[src/rtl/fu_wb_pkg.sv]
// fu_wb_pkg: shared constants and the writeback entry layout for fu_wb_buffer
package fu_wb_pkg;
  localparam int DEPTH_DEF  = 4;
  localparam int NOUT_DEF   = 3;
  localparam int DATA_W_DEF = 64;
  localparam int PRN_W_DEF  = 7;
  localparam int ID_W_DEF   = 6;
  localparam int FLAG_SLOT  = 2;
  typedef struct packed {
    logic [ID_W_DEF-1:0]                  inst_id;
    logic [NOUT_DEF-1:0][PRN_W_DEF-1:0]   prn;
    logic [NOUT_DEF-1:0][DATA_W_DEF-1:0]  data;
    logic [NOUT_DEF-1:0]                  data_valid;
  } wb_entry_t;
endpackage

[src/rtl/fu_wb_fifo.sv]
// fu_wb_fifo: DEPTH-entry FIFO storage with wrapping pointers and occupancy count
// Ports: push/wdata write at the tail, pop retires the head shown on rdata,
// count is current occupancy, full/empty decode it. Callers must not push
// when full without a pop, nor pop when empty.
module fu_wb_fifo #(
  parameter int DEPTH = 4,
  parameter int W     = 8
) (
  input  logic                     clk,
  input  logic                     rst,
  input  logic                     push,
  input  logic                     pop,
  input  logic [W-1:0]             wdata,
  output logic [W-1:0]             rdata,
  output logic [$clog2(DEPTH):0]   count,
  output logic                     full,
  output logic                     empty
);
  localparam int AW = $clog2(DEPTH);
  localparam int CW = AW + 1;
  logic [W-1:0]  mem_q [DEPTH];
  logic [AW-1:0] wr_q, wr_d, rd_q, rd_d;
  logic [CW-1:0] cnt_q, cnt_d;
  always_comb begin
    wr_d  = push ? wr_q + AW'(1) : wr_q;
    rd_d  = pop ? rd_q + AW'(1) : rd_q;
    cnt_d = cnt_q + CW'(push) - CW'(pop);
  end
  always_ff @(posedge clk) begin
    if (rst) begin
      wr_q  <= '0;
      rd_q  <= '0;
      cnt_q <= '0;
    end else begin
      wr_q  <= wr_d;
      rd_q  <= rd_d;
      cnt_q <= cnt_d;
    end
  end
  always_ff @(posedge clk) if (push) mem_q[wr_q] <= wdata;
  assign rdata = mem_q[rd_q];
  assign count = cnt_q;
  assign full  = cnt_q == CW'(DEPTH);
  assign empty = cnt_q == '0;
endmodule

[src/rtl/fu_wb_buffer.sv]
// fu_wb_buffer: buffers FU results and drains them to writeback with a valid/ready handshake
// Inputs in_* carry one registered FU result per cycle; wb_* present the FIFO head
// to the writeback arbiter; fu_ready is the issue credit; count is occupancy;
// overflow_err is sticky when a result had to be dropped.
// Define FU_WB_BYPASS_EN to let a result reach wb_* in its arrival cycle when empty.
module fu_wb_buffer import fu_wb_pkg::*; #(
  parameter int DEPTH  = DEPTH_DEF,
  parameter int NOUT   = NOUT_DEF,
  parameter int DATA_W = DATA_W_DEF,
  parameter int PRN_W  = PRN_W_DEF,
  parameter int ID_W   = ID_W_DEF
) (
  input  logic                     clk,
  input  logic                     rst,
  input  logic                     in_valid,
  input  logic [ID_W-1:0]          in_inst_id,
  input  logic [NOUT*PRN_W-1:0]    in_prn,
  input  logic [NOUT*DATA_W-1:0]   in_data,
  input  logic [NOUT-1:0]          in_data_valid,
  output logic                     fu_ready,
  output logic                     wb_valid,
  input  logic                     wb_ready,
  output logic [ID_W-1:0]          wb_inst_id,
  output logic [NOUT*PRN_W-1:0]    wb_prn,
  output logic [NOUT*DATA_W-1:0]   wb_data,
  output logic [NOUT-1:0]          wb_data_valid,
  output logic [$clog2(DEPTH):0]   count,
  output logic                     overflow_err
);
  localparam int W  = ID_W + NOUT * (PRN_W + DATA_W + 1);
  localparam int CW = $clog2(DEPTH) + 1;
  localparam logic [CW:0] LIM = (CW+1)'(DEPTH - 1);
  logic [W-1:0] in_e, head, out_e;
  logic         push, pop, full, empty, ovf_q, ovf_d;
  logic [CW:0]  need;
  assign in_e = {in_inst_id, in_prn, in_data, in_data_valid};
  fu_wb_fifo #(.DEPTH(DEPTH), .W(W)) u_fifo (
    .clk   (clk),
    .rst   (rst),
    .push  (push),
    .pop   (pop),
    .wdata (in_e),
    .rdata (head),
    .count (count),
    .full  (full),
    .empty (empty)
  );
  always_comb begin
    pop  = !rst && !empty && wb_ready;
    need = {1'b0, count} + (CW+1)'(in_valid);
    // pops are not credited so the credit depends only on count and in_valid
    fu_ready = !rst && need <= LIM;
    ovf_d    = ovf_q | (in_valid && full && !pop);
`ifdef FU_WB_BYPASS_EN
    wb_valid = !rst && (!empty || in_valid);
    out_e    = empty ? in_e : head;
    // a bypassed result accepted in its arrival cycle never occupies a slot
    push     = in_valid && (!full || pop) && !(empty && wb_ready);
`else
    wb_valid = !rst && !empty;
    out_e    = head;
    push     = in_valid && (!full || pop);
`endif
  end
  always_ff @(posedge clk) ovf_q <= rst ? 1'b0 : ovf_d;
  assign {wb_inst_id, wb_prn, wb_data, wb_data_valid} = out_e;
  assign overflow_err = ovf_q;
endmodule

[config.mk]
export PLATFORM = sky130hd
export DESIGN_NAME = fu_wb_buffer
export DESIGN_NICKNAME = d
export VERILOG_FILES = /design/src/rtl/fu_wb_pkg.sv /design/src/rtl/fu_wb_fifo.sv /design/src/rtl/fu_wb_buffer.sv
export SDC_FILE = /design/constraint.sdc
export NUM_CORES = 1
export LEC_CHECK = 0
export ABC_AREA = 0
export CAP_MARGIN = 20
export CORE_UTILIZATION = 48
export CTS_BUF_LIST = sky130_fd_sc_hd__clkbuf_4
export DETAILED_ROUTE_END_ITERATION = 16
export PLACE_DENSITY_LB_ADDON = 0.2
export SYNTH_ARGS = -nofsm -noshare
export SYNTH_HDL_FRONTEND = slang
export SYNTH_HIERARCHICAL = 1
export SYNTH_SLANG_ARGS = --single-unit
[constraint.sdc]
create_clock -name clk -period 13.3 [get_ports clk]
set_clock_uncertainty 0.15 [all_clocks]
set_input_delay 2.66 -clock clk [delete_from_list [all_inputs] [get_ports clk]]
set_output_delay 2.66 -clock clk [all_outputs]
set_load 0.005 [all_outputs]
==> results of run 1 <==
-- power by group through the flow --
stage	combinational [mW]	clock (mW)	sequential (mW)
6_report	1.30	2.16	3.51
5_1_grt	1.39	2.38	3.53
4_1_cts	1.34	2.25	3.51
3_5_place_dp	1.33	0	3.57
3_3_place_gp	1.33	0	3.56
2_1_floorplan	0.644	0	3.60
-- per-layer routing --
metal	GRT usage, %	part of all wire (%)	wire length (um)	up-vias
met4	6.93	1.7	1100	18
met1	24.4	40	26000	7847
met3	7.78	8.6	5600	101
met2	30.6	50	32400	516
li1	-	-	-	6713
met5	0	0.18	116	-
-- through the flow --
stage | setup WS (ns) | instance area, sq um | power (mW) | util (%)
finish | 5.81 | 40700 | 6.97 | 60.6
global route | 5.44 | 40700 | 7.30 | 60.6
CTS | 5.51 | 40700 | 7.10 | 60.6
detailed placement | 6.29 | 38000 | 4.90 | 56.6
global placement | 6.29 | 38000 | 4.89 | 56.6
floorplan | 4.33 | 32600 | 4.25 | -
-- logic make-up (layout without fill, tap and decap cells) --
kind of cell	Yosys count	after routing	synth area share, %
AO/OA/AOI/OAI	5	5	0.115
XOR/XNOR	3	3	0.127
adder cells (fa/ha/maj)	7	7	0.292
buffers and inverters	57	862	1.23
flip-flops	898	898	82.5
multiplexers	223	223	15.4
other	0	5	0
AND/OR/NAND/NOR	18	18	0.311
-- critical path: stages, from the launching register on --
cell and delay [ns]:
sky130_fd_sc_hd__dfxtp_4 0.91, sky130_fd_sc_hd__buf_4 0.92, sky130_fd_sc_hd__buf_4 0.80, sky130_fd_sc_hd__mux4_2 0.46, sky130_fd_sc_hd__clkdlybuf4s50_1 0.55
-- final cells by class --
cell class | instances | share of cell area [%]
sequential | 898 | 66.0
multi-input combinational | 256 | 13.0
timing repair buffer | 473 | 11.5
clock buffer | 313 | 5.77
tap | 873 | 2.68
clock inverter | 69 | 0.931
inverter | 7 | 0.0645
antenna | 5 | 0.0307
-- worst max path at each step --
stage | from | endpoint
2_1_floorplan | rst | u_fifo/mem_q[0][0]
3_3_place_gp | rst | u_fifo/mem_q[3][62]
3_5_place_dp | rst | u_fifo/mem_q[3][62]
4_1_cts | register | wb_data[42]
5_1_grt | register | wb_data[55]
6_report | register | wb_data[42]
-- layout by cell type (no fill, tap or decap), types with 2 or more instances in the layout --
| cell type | count |
|---|---|
| sky130_fd_sc_hd__clkinv_2 | 4 |
| sky130_fd_sc_hd__nor2b_1 | 2 |
| sky130_fd_sc_hd__bufinv_16 | 3 |
| sky130_fd_sc_hd__xnor2_1 | 2 |
| sky130_fd_sc_hd__buf_4 | 19 |
| sky130_fd_sc_hd__and2_4 | 5 |
| sky130_fd_sc_hd__clkinvlp_4 | 3 |
| sky130_fd_sc_hd__inv_8 | 2 |
| sky130_fd_sc_hd__clkinv_1 | 54 |
| sky130_fd_sc_hd__clkbuf_4 | 313 |
| sky130_fd_sc_hd__diode_2 | 5 |
| sky130_fd_sc_hd__dfxtp_1 | 8 |
| sky130_fd_sc_hd__ha_1 | 6 |
| sky130_fd_sc_hd__mux4_2 | 222 |
| sky130_fd_sc_hd__clkdlybuf4s50_1 | 453 |
| sky130_fd_sc_hd__edfxtp_1 | 888 |
| sky130_fd_sc_hd__dfxtp_4 | 2 |
| sky130_fd_sc_hd__inv_1 | 7 |
| sky130_fd_sc_hd__nor2_1 | 6 |
-- registers in the layout (all words and copies together), names as in the netlist, named ones only --
register and cells:
u_fifo/mem_q 888, u_fifo/count 3, u_fifo/rd_q 2, u_fifo/wr_q 2
overflow_err 1
==> results.md, run 1 <==
Min path:
- The path class of the lowest-slack min-delay path is reg2reg.
- The endpoint of the worst hold path is overflow_err.
- The count of cells along the worst hold path is 2.
- The startpoint identified for the worst hold timing path is overflow_err.

STA:
- The maximum clock rate is 134 MHz.
- The total setup violations reported at the end of the flow is 0.
- After layout, the worst path uses 56.3% of the clock period.
- The count of final max-slew check failures is 0.
- The clock period could shrink to 7.49 ns.
- The number of failing hold endpoints at the final stage is 0.
- The normalized max-slew margin is 28.2%.
- The measured slew at the worst slew-check pin is 1.08 ns.
- Final hold analysis gives a worst-case slack of 0.333 ns.
- Setup repair after global routing left no endpoint under its margin.
- The sum of negative setup slack is 0 ns.

Synth:
- In the synthesized netlist the async set-or-reset flop fraction comes to 0%.
- Summing every instance area after synthesis gives 0.0326 sq mm.
- For this run, the leading register cell type out of synthesis is sky130_fd_sc_hd__edfxtp_1.
- Of all cell types, the one taking the most synthesized area is sky130_fd_sc_hd__edfxtp_1.
- The synthesized instance count is 1,211.
- The flop and latch count out of synthesis is 898.
- The Yosys step of the flow raised 6 warnings.
- Each instance of the synthesized netlist takes up on average 26.9 sq um.
- The commonest cells after synthesis are sky130_fd_sc_hd__edfxtp_1, sky130_fd_sc_hd__mux4_2, sky130_fd_sc_hd__buf_2, sky130_fd_sc_hd__buf_6, sky130_fd_sc_hd__dfxtp_1.
- The count of flip-flops with a built-in enable after synthesis is 888.
- The share of synthesized area in the top cell type comes to 81.9%.
- Yosys instantiated no cell more often than sky130_fd_sc_hd__edfxtp_1.
- When the netlist entered floorplanning its net count stood at 1,444.
- The netlist uses 26 different library cells.
- The register area share after synthesis is 82.5%.
- Yosys attributes the largest share of cell area to sky130_fd_sc_hd__edfxtp_1, sky130_fd_sc_hd__mux4_2, sky130_fd_sc_hd__buf_6.

Power and ir drop:
- The power density of the placed cells is 171 mW/mm^2.
- The share of total power dissipated in combinational logic is 18.7%.
- Summed over all cells, the static leakage comes to 13.0 nW.
- The fraction of power consumed by the clock network is 30.9%.
- Summed over all nets, the switching power comes to 1.66 mW.
- The worst-case IR drop observed on VDD is 111 uV.
- The internal portion of the total power is 5.31 mW.
- The power share of the sequential group is 50.4%.
- The net switching share of the total power is 23.8%.

Drt:
- Summing over every cut layer, the via total after detailed routing is 15,200.
- In the routed design, unresolved DRC markers number 0.
- The detailed-route wire length per cell is 22.5 um.
- The DRC marker count from the first detailed-route iteration is 786.
- The number of optimization iterations in the first detailed-route pass is 5.
- Once detail routing completed, the nets flagged for antenna violations numbered 0.
- In the routed layout, each cell is associated on average with a via count of 5.25.
- The final layout contains routed wiring with a total length of 65,200 um.

Global route:
- For this run the aggregate overflow at the end of global routing stands at 0.
- The number of global-route vias before repair is 16,400.
- Entering global routing, the biggest net connects 84 pins.
- The first global-routing pass estimated 98,500 um of wire.
- In the global route stage, overall resource usage came out at 19.4%.
- The initial antenna violation count is 14.

Worst setup path:
- The data required time of the critical path is 10.49 ns.
- The worst setup path is launched from a register.
- The worst reg-to-reg path cell count is 7.
- The worst setup path is captured at an output port.
- The critical path is of the reg2out type.
- The setup slack of the worst register-to-register path is 9.10 ns.
- The data arrival time of the critical path is 4.68 ns.
- The worst reg2reg path endpoint is u_fifo/mem_q[3][189].
- The worst reg2reg path startpoint is u_fifo/count[1].
- The highest net fanout along the worst path is 62.

Run status:
- The flow ran to the end, and the final reports show no timing, DRC or antenna violations.

Placement:
- After legalization and detailed placement, the total HPWL measured 38,000 um.
- The instance count after placement with tap cells included is 2,507.
- Input and output buffers added on the ports amount to 453.
- The last weighted congestion value of the routability-driven placer is 0.740.

Clock network:
- The H-tree was split into 4 levels.
- After clock tree synthesis, the clock-pin slew on the worst setup and hold paths is 0.06 ns.
- The number of sinks driven by the clock tree is 898.
- The clock latency on the worst-skew pair is 0.97 ns.
- The number of clock buffers inserted by TritonCTS is 219.
- The post-cts repair resize count is 0.
- After clock tree synthesis, the flow added hold-fix buffers numbering 0.
- Clock tree synthesis selected as its root buffer the cell sky130_fd_sc_hd__clkbuf_4.
- TritonCTS built the clock tree.
- The maximum root-to-sink buffer count is 3.
- In this run the post-CTS setup repair buffer count came out at 0.

Floorplanning:
- During I/O placement, the number of pins put on the boundary was 454.
- The die covers 0.0689 sq mm.
- The initial cell density of the core is 48.5%.
- The height of the die is 262 um.
- The total number of placement rows is 95.
- The die is 262 um wide.
- After floorplanning, the core was sized to cover 0.0672 sq mm.

Layout:
- The area occupied by registers is 0.0269 sq mm.
- After the last flow step, the layout net total stands at 2,088.
- Excluding fillers, the count of instances in the completed layout stands at 2,894.
- The filler cell count is 4,775.
- In the final layout, the multi-input gates occupy 0.00530 sq mm.
- The proportion of layout cells with a drive suffix above 1 is 28.7%.
- Compared with the post-synthesis result, the final layout area differs by 25.1%.

Flow run:
- The max capacitance violation total is 0.
Note: power is estimated with default switching activity, not from simulation.
==> inputs of run 2 (changes only) <==
==> constraint.sdc (replaced) <==
create_clock -name clk -period 6.3 [get_ports clk]
set_clock_uncertainty 0.15 [all_clocks]
set_input_delay 1.26 -clock clk [delete_from_list [all_inputs] [get_ports clk]]
set_output_delay 1.26 -clock clk [all_outputs]
set_load 0.005 [all_outputs]
==> run 2 against run 1 <==
Compared with the run above:
- non-clock buffer count grew 13
- wire length grew 2.5%
- sequential cell count is the same
- core utilization grew 0.38 points
- total power grew 110%
==> results.md, run 2 (synthesized netlist as in run 1, its figures left out) <==
STA:
- The count of final max-slew check failures is 0.
- Measured against its own limit, the worst slew margin works out to 26.9%.
- The maximum clock rate is 203 MHz.
- The minimum clock period is 4.93 ns.
- The sum of negative setup slack is 0 ns.
- Setup repair after global routing left no endpoint under its margin.
- The final critical-path setup slack is 1.37 ns.
- In the finished design, the share of the clock period the worst path needs comes to 78.2%.
- The final hold slack is 0.346 ns.
- Setup violations remaining at the end of the flow were counted as 0.
- At the pin with the least slew margin, the transition time is 1.10 ns.
- The number of failing hold endpoints at the final stage was 0.

Placement:
- Buffers placed on the I/O ports in this run total 453.
- Before CTS, the worst setup slack after placement is 1.87 ns.
- Routability-driven placement finished with a final weighted congestion of 0.768.
- The post-DP HPWL is 40,400 um.

Drt:
- After detailed routing, the number of remaining DRC violations is 0.
- The detailed-route wire length per cell is 23.1 um.
- The post-detailed-route via-to-cell ratio is 5.32.
- The detailed router placed 15,400 vias in this run.
- The number of routed nets with antenna violations is 0.
- The first routing iteration left 918 violations.
- The number of optimization iterations in the first detailed-route pass is 4.
- The final layout contains routed wiring with a total length of 66,800 um.

Floorplanning:
- The horizontal die dimension is 262 um.
- In this run the standard cell core region covers 0.0672 sq mm.
- The number of placed I/O pins is 454.
- The initial utilization of the core area, before any placement, comes to 48.5%.
- The die is 262 um tall.
- The total number of placement rows is 95.
- The die area is 0.0689 sq mm.

Clock network:
- After clock tree synthesis, the setup repair step added 0 buffers.
- The number of sinks driven by the clock tree is 898.
- The maximum root-to-sink buffer count is 3.
- The H-tree was split into 4 levels.
- The clock root buffer is sky130_fd_sc_hd__clkbuf_4.
- The clock latency on the worst-skew pair is 1.00 ns.
- After clock tree synthesis, the flow added hold-fix buffers numbering 0.
- The number of clock buffers inserted by TritonCTS is 219.
- TritonCTS built the clock tree.
- The clock slew seen by the registers of the worst setup and hold paths is 0.06 ns.
- The post-cts repair resize count is 0.

Layout:
- The net count of the finished layout is 2,101.
- The register ranked first by flip-flop count is u_fifo/mem_q.
- The register with the most flip-flops in the layout has 888 of them.
- The library cell used most frequently in the layout, excluding fill and tap cells, is sky130_fd_sc_hd__edfxtp_1.
- Relative to the synthesized area, the layout overhead comes to 25.9%.
- Leaving out fill and tap cells, the most frequent cells in the layout are sky130_fd_sc_hd__edfxtp_1, sky130_fd_sc_hd__clkdlybuf4s50_1, sky130_fd_sc_hd__clkbuf_4, sky130_fd_sc_hd__mux4_2, sky130_fd_sc_hd__clkinv_1.
- Of the cells placed in the final design, the portion with a size suffix greater than 1 is 29.9%.

Min path:
- The path class of the lowest-slack min-delay path is reg2reg.
- In this run the most critical hold path is launched from overflow_err.

Power and ir drop:
- The power density of the placed cells is 361 mW/mm^2.
- The post-layout total power is 14.8 mW.
- Across the VDD grid, the largest voltage drop is 208 uV.
- The analysis attributes to cell leakage a power of 13.1 nW.

Worst setup path:
- Data on the critical path arrives at its endpoint at 3.52 ns.
- The worst setup path is of the reg2out kind.
- The kind of launch point of the worst setup path is a register.
- The highest net fanout along the worst path is 38.
- The worst reg2reg path startpoint is u_fifo/count[1].
- Data on the critical path is required at its endpoint by 4.89 ns.
- STA classifies the critical path endpoint as an output port.

Global route:
- Entering global routing, the biggest net connects 82 pins.
- The initial antenna violation count was 13.
- The total global routing overflow is 0.
- The number of global-route vias before repair is 16,700.
- The global-route wire length before repair is 101,000 um.
- Across every metal layer, demand over resource in global routing totals 19.8%.

Flow run:
- Max-cap violations in this run came to 0.

Run status:
- The run finished with clean final reports.
-- run 2: cell count changes in the layout (fill, tap and decap cells not counted), moves of 2 or more --
cell                         previous run  this run
sky130_fd_sc_hd__buf_12                 1        15
sky130_fd_sc_hd__bufinv_16              3         1
sky130_fd_sc_hd__clkbuf_4             313       321
sky130_fd_sc_hd__clkinv_1              54        25
sky130_fd_sc_hd__clkinv_2               4         0
sky130_fd_sc_hd__clkinv_4               1         4
sky130_fd_sc_hd__clkinv_8               0         3
sky130_fd_sc_hd__clkinvlp_4             3         1
sky130_fd_sc_hd__diode_2                5        14
sky130_fd_sc_hd__inv_6                  1         4
-- run 2: through the flow --
stage | std cells | cell area, sq um | util [%]
after floorplan | 1211 | 32600 | -
after global placement | 2520 | 38300 | 57.0
after detailed placement | 2520 | 38300 | 57.0
after CTS | 2881 | 40900 | 61.0
after global routing | 2888 | 41000 | 61.0
final | 2895 | 41000 | 61.0
-- run 2: critical path, stage by stage, from the launching register on --
cell	delay [ns]
sky130_fd_sc_hd__dfxtp_4	0.90
sky130_fd_sc_hd__buf_4	0.44
sky130_fd_sc_hd__mux4_2	0.54
sky130_fd_sc_hd__clkdlybuf4s50_1	0.62
-- run 2: worst paths after layout --
path | to | slack [ns] | cells after the start
setup / recovery | wb_inst_id[5] | 1.37 | 3
hold / removal | overflow_err | 0.35 | 2
setup reg to reg | u_fifo/mem_q[2][196] | 3.25 | 6
hold reg to reg | overflow_err | 0.35 | 2
-- run 2: cell type report --
class / count / area [sq um]
diodes: 14 / 35.0
clock buffers: 321 / 2410
clock inverters: 40 / 278
fillers: 4697 / 26200
inverters: 7 / 26.3
multi-input cells: 256 / 5300
flip-flops and latches: 898 / 26900
well taps: 873 / 1090
repair buffers: 486 / 4970
-- run 2: layer usage --
layer / global-route usage (%) / vias to the layer above / share of wire, %
li1: - / 6733 / -
met1: 25.3 / 8030 / 41
met2: 30.8 / 517 / 49
met3: 7.87 / 110 / 8.1
met4: 7.57 / 12 / 2.1
met5: 0 / - / 0.12
-- run 2: report_power, final --
group          switching (mW)  total [mW]  internal (mW)
registers               0.175        7.42           7.25
logic                    1.22        2.83           1.61
clock network            2.17        4.54           2.37
total                    3.56        14.8           11.2
==> inputs of run 3 (changes only) <==
==> constraint.sdc (replaced) <==
create_clock -name clk -period 4.94 [get_ports clk]
set_clock_uncertainty 0.15 [all_clocks]
set_input_delay 0.988 -clock clk [delete_from_list [all_inputs] [get_ports clk]]
set_output_delay 0.988 -clock clk [all_outputs]
set_load 0.005 [all_outputs]
==> run 3 against run 2 <==
Compared with the run above:
- non-clock buffer count rose by 11
- worst hold slack got worse by 0.0075 ns
- sequential cell count did not move
- clock power rose by 26%
- sequential power rose by 27%
- total power rose by 27%
- cell count rose by 0.38%
- critical path type unchanged
- critical endpoint is now wb_data[160]
- largest cell class unchanged
- highest routed layer unchanged
==> results.md, run 3 (synthesized netlist as in run 1, its figures left out) <==
Run status:
- The run finished with clean final reports.

Placement:
- The last weighted congestion value of the routability-driven placer is 0.763.
- The worst setup slack after placement is 1.09 ns.
- During placement, the flow inserted port buffers numbering 453.
- Once placement finished, the instance area stood at 0.0385 sq mm.
- After detailed placement, the design holds a cell count of 2,531.
- Detailed placement finished with a half-perimeter wire length of 41,500 um.

Floorplanning:
- 454 I/O pins were placed.
- After floorplanning, the core was divided into 95 placement rows.
- After floorplanning, the core was sized to cover 0.0672 sq mm.
- For this configuration, the core starts out at a cell density of 48.5%.
- The floorplan step set the die width to 262 um.
- The height of the die is 262 um.
- The die area is 0.0689 sq mm.

STA:
- Setup violations remaining at the end of the flow were counted as 0.
- Setup repair after global routing left no endpoint under its margin.
- The count of final max-slew check failures came to 0.
- The worst path in the final design needs a cycle of 4.43 ns, including I/O delays and setup.
- In this run the tightest slew margin relative to its limit is 44.5%.
- The post-route fraction of the period consumed by the critical path is 89.6%.
- The sum of negative setup slack is 0 ns.
- At the pin with the least slew margin, the transition time is 0.832 ns.
- Timing would allow up to 226 MHz.
- Hold timing on the final database bottoms out at a slack of 0.339 ns.
- The final critical-path setup slack is 0.513 ns.
- The number of failing hold endpoints at the final stage is 0.

Clock network:
- TritonCTS built the clock tree.
- Clock tree synthesis inserted a total of 214 buffers.
- The total number of H-tree levels is 4.
- At the later pin of the worst-skew pair, clock insertion delay measures 0.98 ns.
- The number of sinks driven by the clock tree is 898.
- The post-cts repair resize count is 0.
- The clock slew seen by the registers of the worst setup and hold paths is 0.06 ns.
- Buffers added to address setup during post-CTS repair amount to 0.
- For this design, the CTS-stage hold fixing added 0 buffers.
- In this run the deepest clock path goes through 3 buffers.
- The clock root buffer is sky130_fd_sc_hd__clkbuf_4.

Min path:
- The endpoint of the worst hold path is overflow_err.
- The startpoint of the most critical hold path is overflow_err.
- The count of cells along the worst hold path is 2.
- The path class of the lowest-slack min-delay path is reg2reg.

Worst setup path:
- The critical path goes through buf_12 > mux4_2 > clkdlybuf4s50_1.
- The highest net fanout along the worst path is 43.
- On the critical path, the stage with the largest delay is an instance of sky130_fd_sc_hd__dfxtp_4.
- STA puts the critical path data arrival time at 3.29 ns.
- The worst reg2reg path startpoint is u_fifo/count[1].
- The critical path is of the reg2out type.
- The worst register-to-register path ends at u_fifo/mem_q[1][41].
- At the worst endpoint, the required time is 3.80 ns.
- The kind of launch point of the worst setup path is a register.
- The type of destination of the critical path is an output port.
- On the worst path, the slowest cell contributes a delay of 0.77 ns.
- Counting cells, the worst reg-to-reg path comes to 6.
- The setup check on the worst reg-to-reg path leaves a slack of 2.20 ns.

Global route:
- Entering global routing, the biggest net connects 84 pins.
- The first global-routing pass estimated 101,000 um of wire.
- The number of global-route vias before repair is 16,700.
- The aggregate global-route resource usage is 19.9%.
- The initial antenna violation count was 11.
- For this run the aggregate overflow at the end of global routing stands at 0.

Flow run:
- Max-cap violations in this run came to 0.

Layout:
- Leaving out fill and tap cells, the most frequent cells in the layout are sky130_fd_sc_hd__edfxtp_1, sky130_fd_sc_hd__clkdlybuf4s50_1, sky130_fd_sc_hd__clkbuf_4, sky130_fd_sc_hd__mux4_2, sky130_fd_sc_hd__clkinv_1.
- The area overhead of the layout relative to synthesis is 26.4%.
- u_fifo/mem_q holds more flip-flops than any other register.
- The register with the most flip-flops in the layout has 888 of them.
- In the final layout, the share of cells above drive strength 1 is 29.5%.
- The total number of nets in the final design is 2,107.
- The finished cells cover 0.0411 sq mm.
- The leading cell type in the layout, fill and taps excluded is sky130_fd_sc_hd__edfxtp_1.
- Cells fill 61.2% of the core in the end.
- The post-layout instance count excluding filler cells is 2,906.

Drt:
- The first routing iteration left 1,198 violations.
- The total vias in the final route is 15,400.
- The number of routed nets with antenna violations is 0.
- After detailed routing, the number of remaining DRC violations is 0.
- The number of optimization iterations in the first detailed-route pass is 5.
- Using the TritonRoute via totals, the vias-per-cell ratio works out to 5.31.
- After detailed routing, the average wire length per cell comes to 23.0 um.
- The post-detailed-routing wire length is 66,700 um.

Power and ir drop:
- The post-layout total power is 18.8 mW.
- Power spread over the standard cell area amounts to 458 mW/mm^2.
- The maximum vdd ir drop is 323 uV.
- The standby leakage power is 13.2 nW.
[run 3: per-layer routing]
layer / part of all wire (%) / vias up / track usage (%)
li1: - / 6760 / -
met5: 0.084 / - / 0
met3: 8.0 / 97 / 7.03
met4: 1.7 / 10 / 7.12
met2: 50 / 583 / 31.0
met1: 41 / 7976 / 26.3
[run 3: layout make-up]
cell class | count | area [sq um]
flip-flops and latches | 898 | 26900
well taps | 873 | 1090
inverters | 7 | 26.3
clock buffers | 307 | 2300
diodes | 5 | 12.5
repair buffers | 497 | 5160
clock inverters | 63 | 362
fillers | 4684 | 26000
multi-input cells | 256 | 5300
[run 3: worst max path at each step]
stage	startpoint	to	slack, ns	cells past startpoint
final	register	wb_data[160]	0.51	3
after global routing	register	wb_inst_id[5]	0.20	3
after CTS	register	wb_data[190]	0.24	3
after detailed placement	rst	u_fifo/mem_q[3][139]	1.09	6
after global placement	rst	u_fifo/mem_q[3][139]	1.15	6
after floorplan	rst	u_fifo/mem_q[1][0]	0.1	4
[run 3: worst max-delay path: cells and delay by family (launching register included)]
family                 cells  cell delay [ns]
buffers and inverters      2             0.91
flip-flops                 1             0.77
multiplexers               1             0.55
[run 3: power breakdown]
group	internal [mW]	total (mW)	switching, mW
clock network	3.00	5.74	2.74
registers	9.24	9.45	0.212
logic	2.08	3.64	1.56
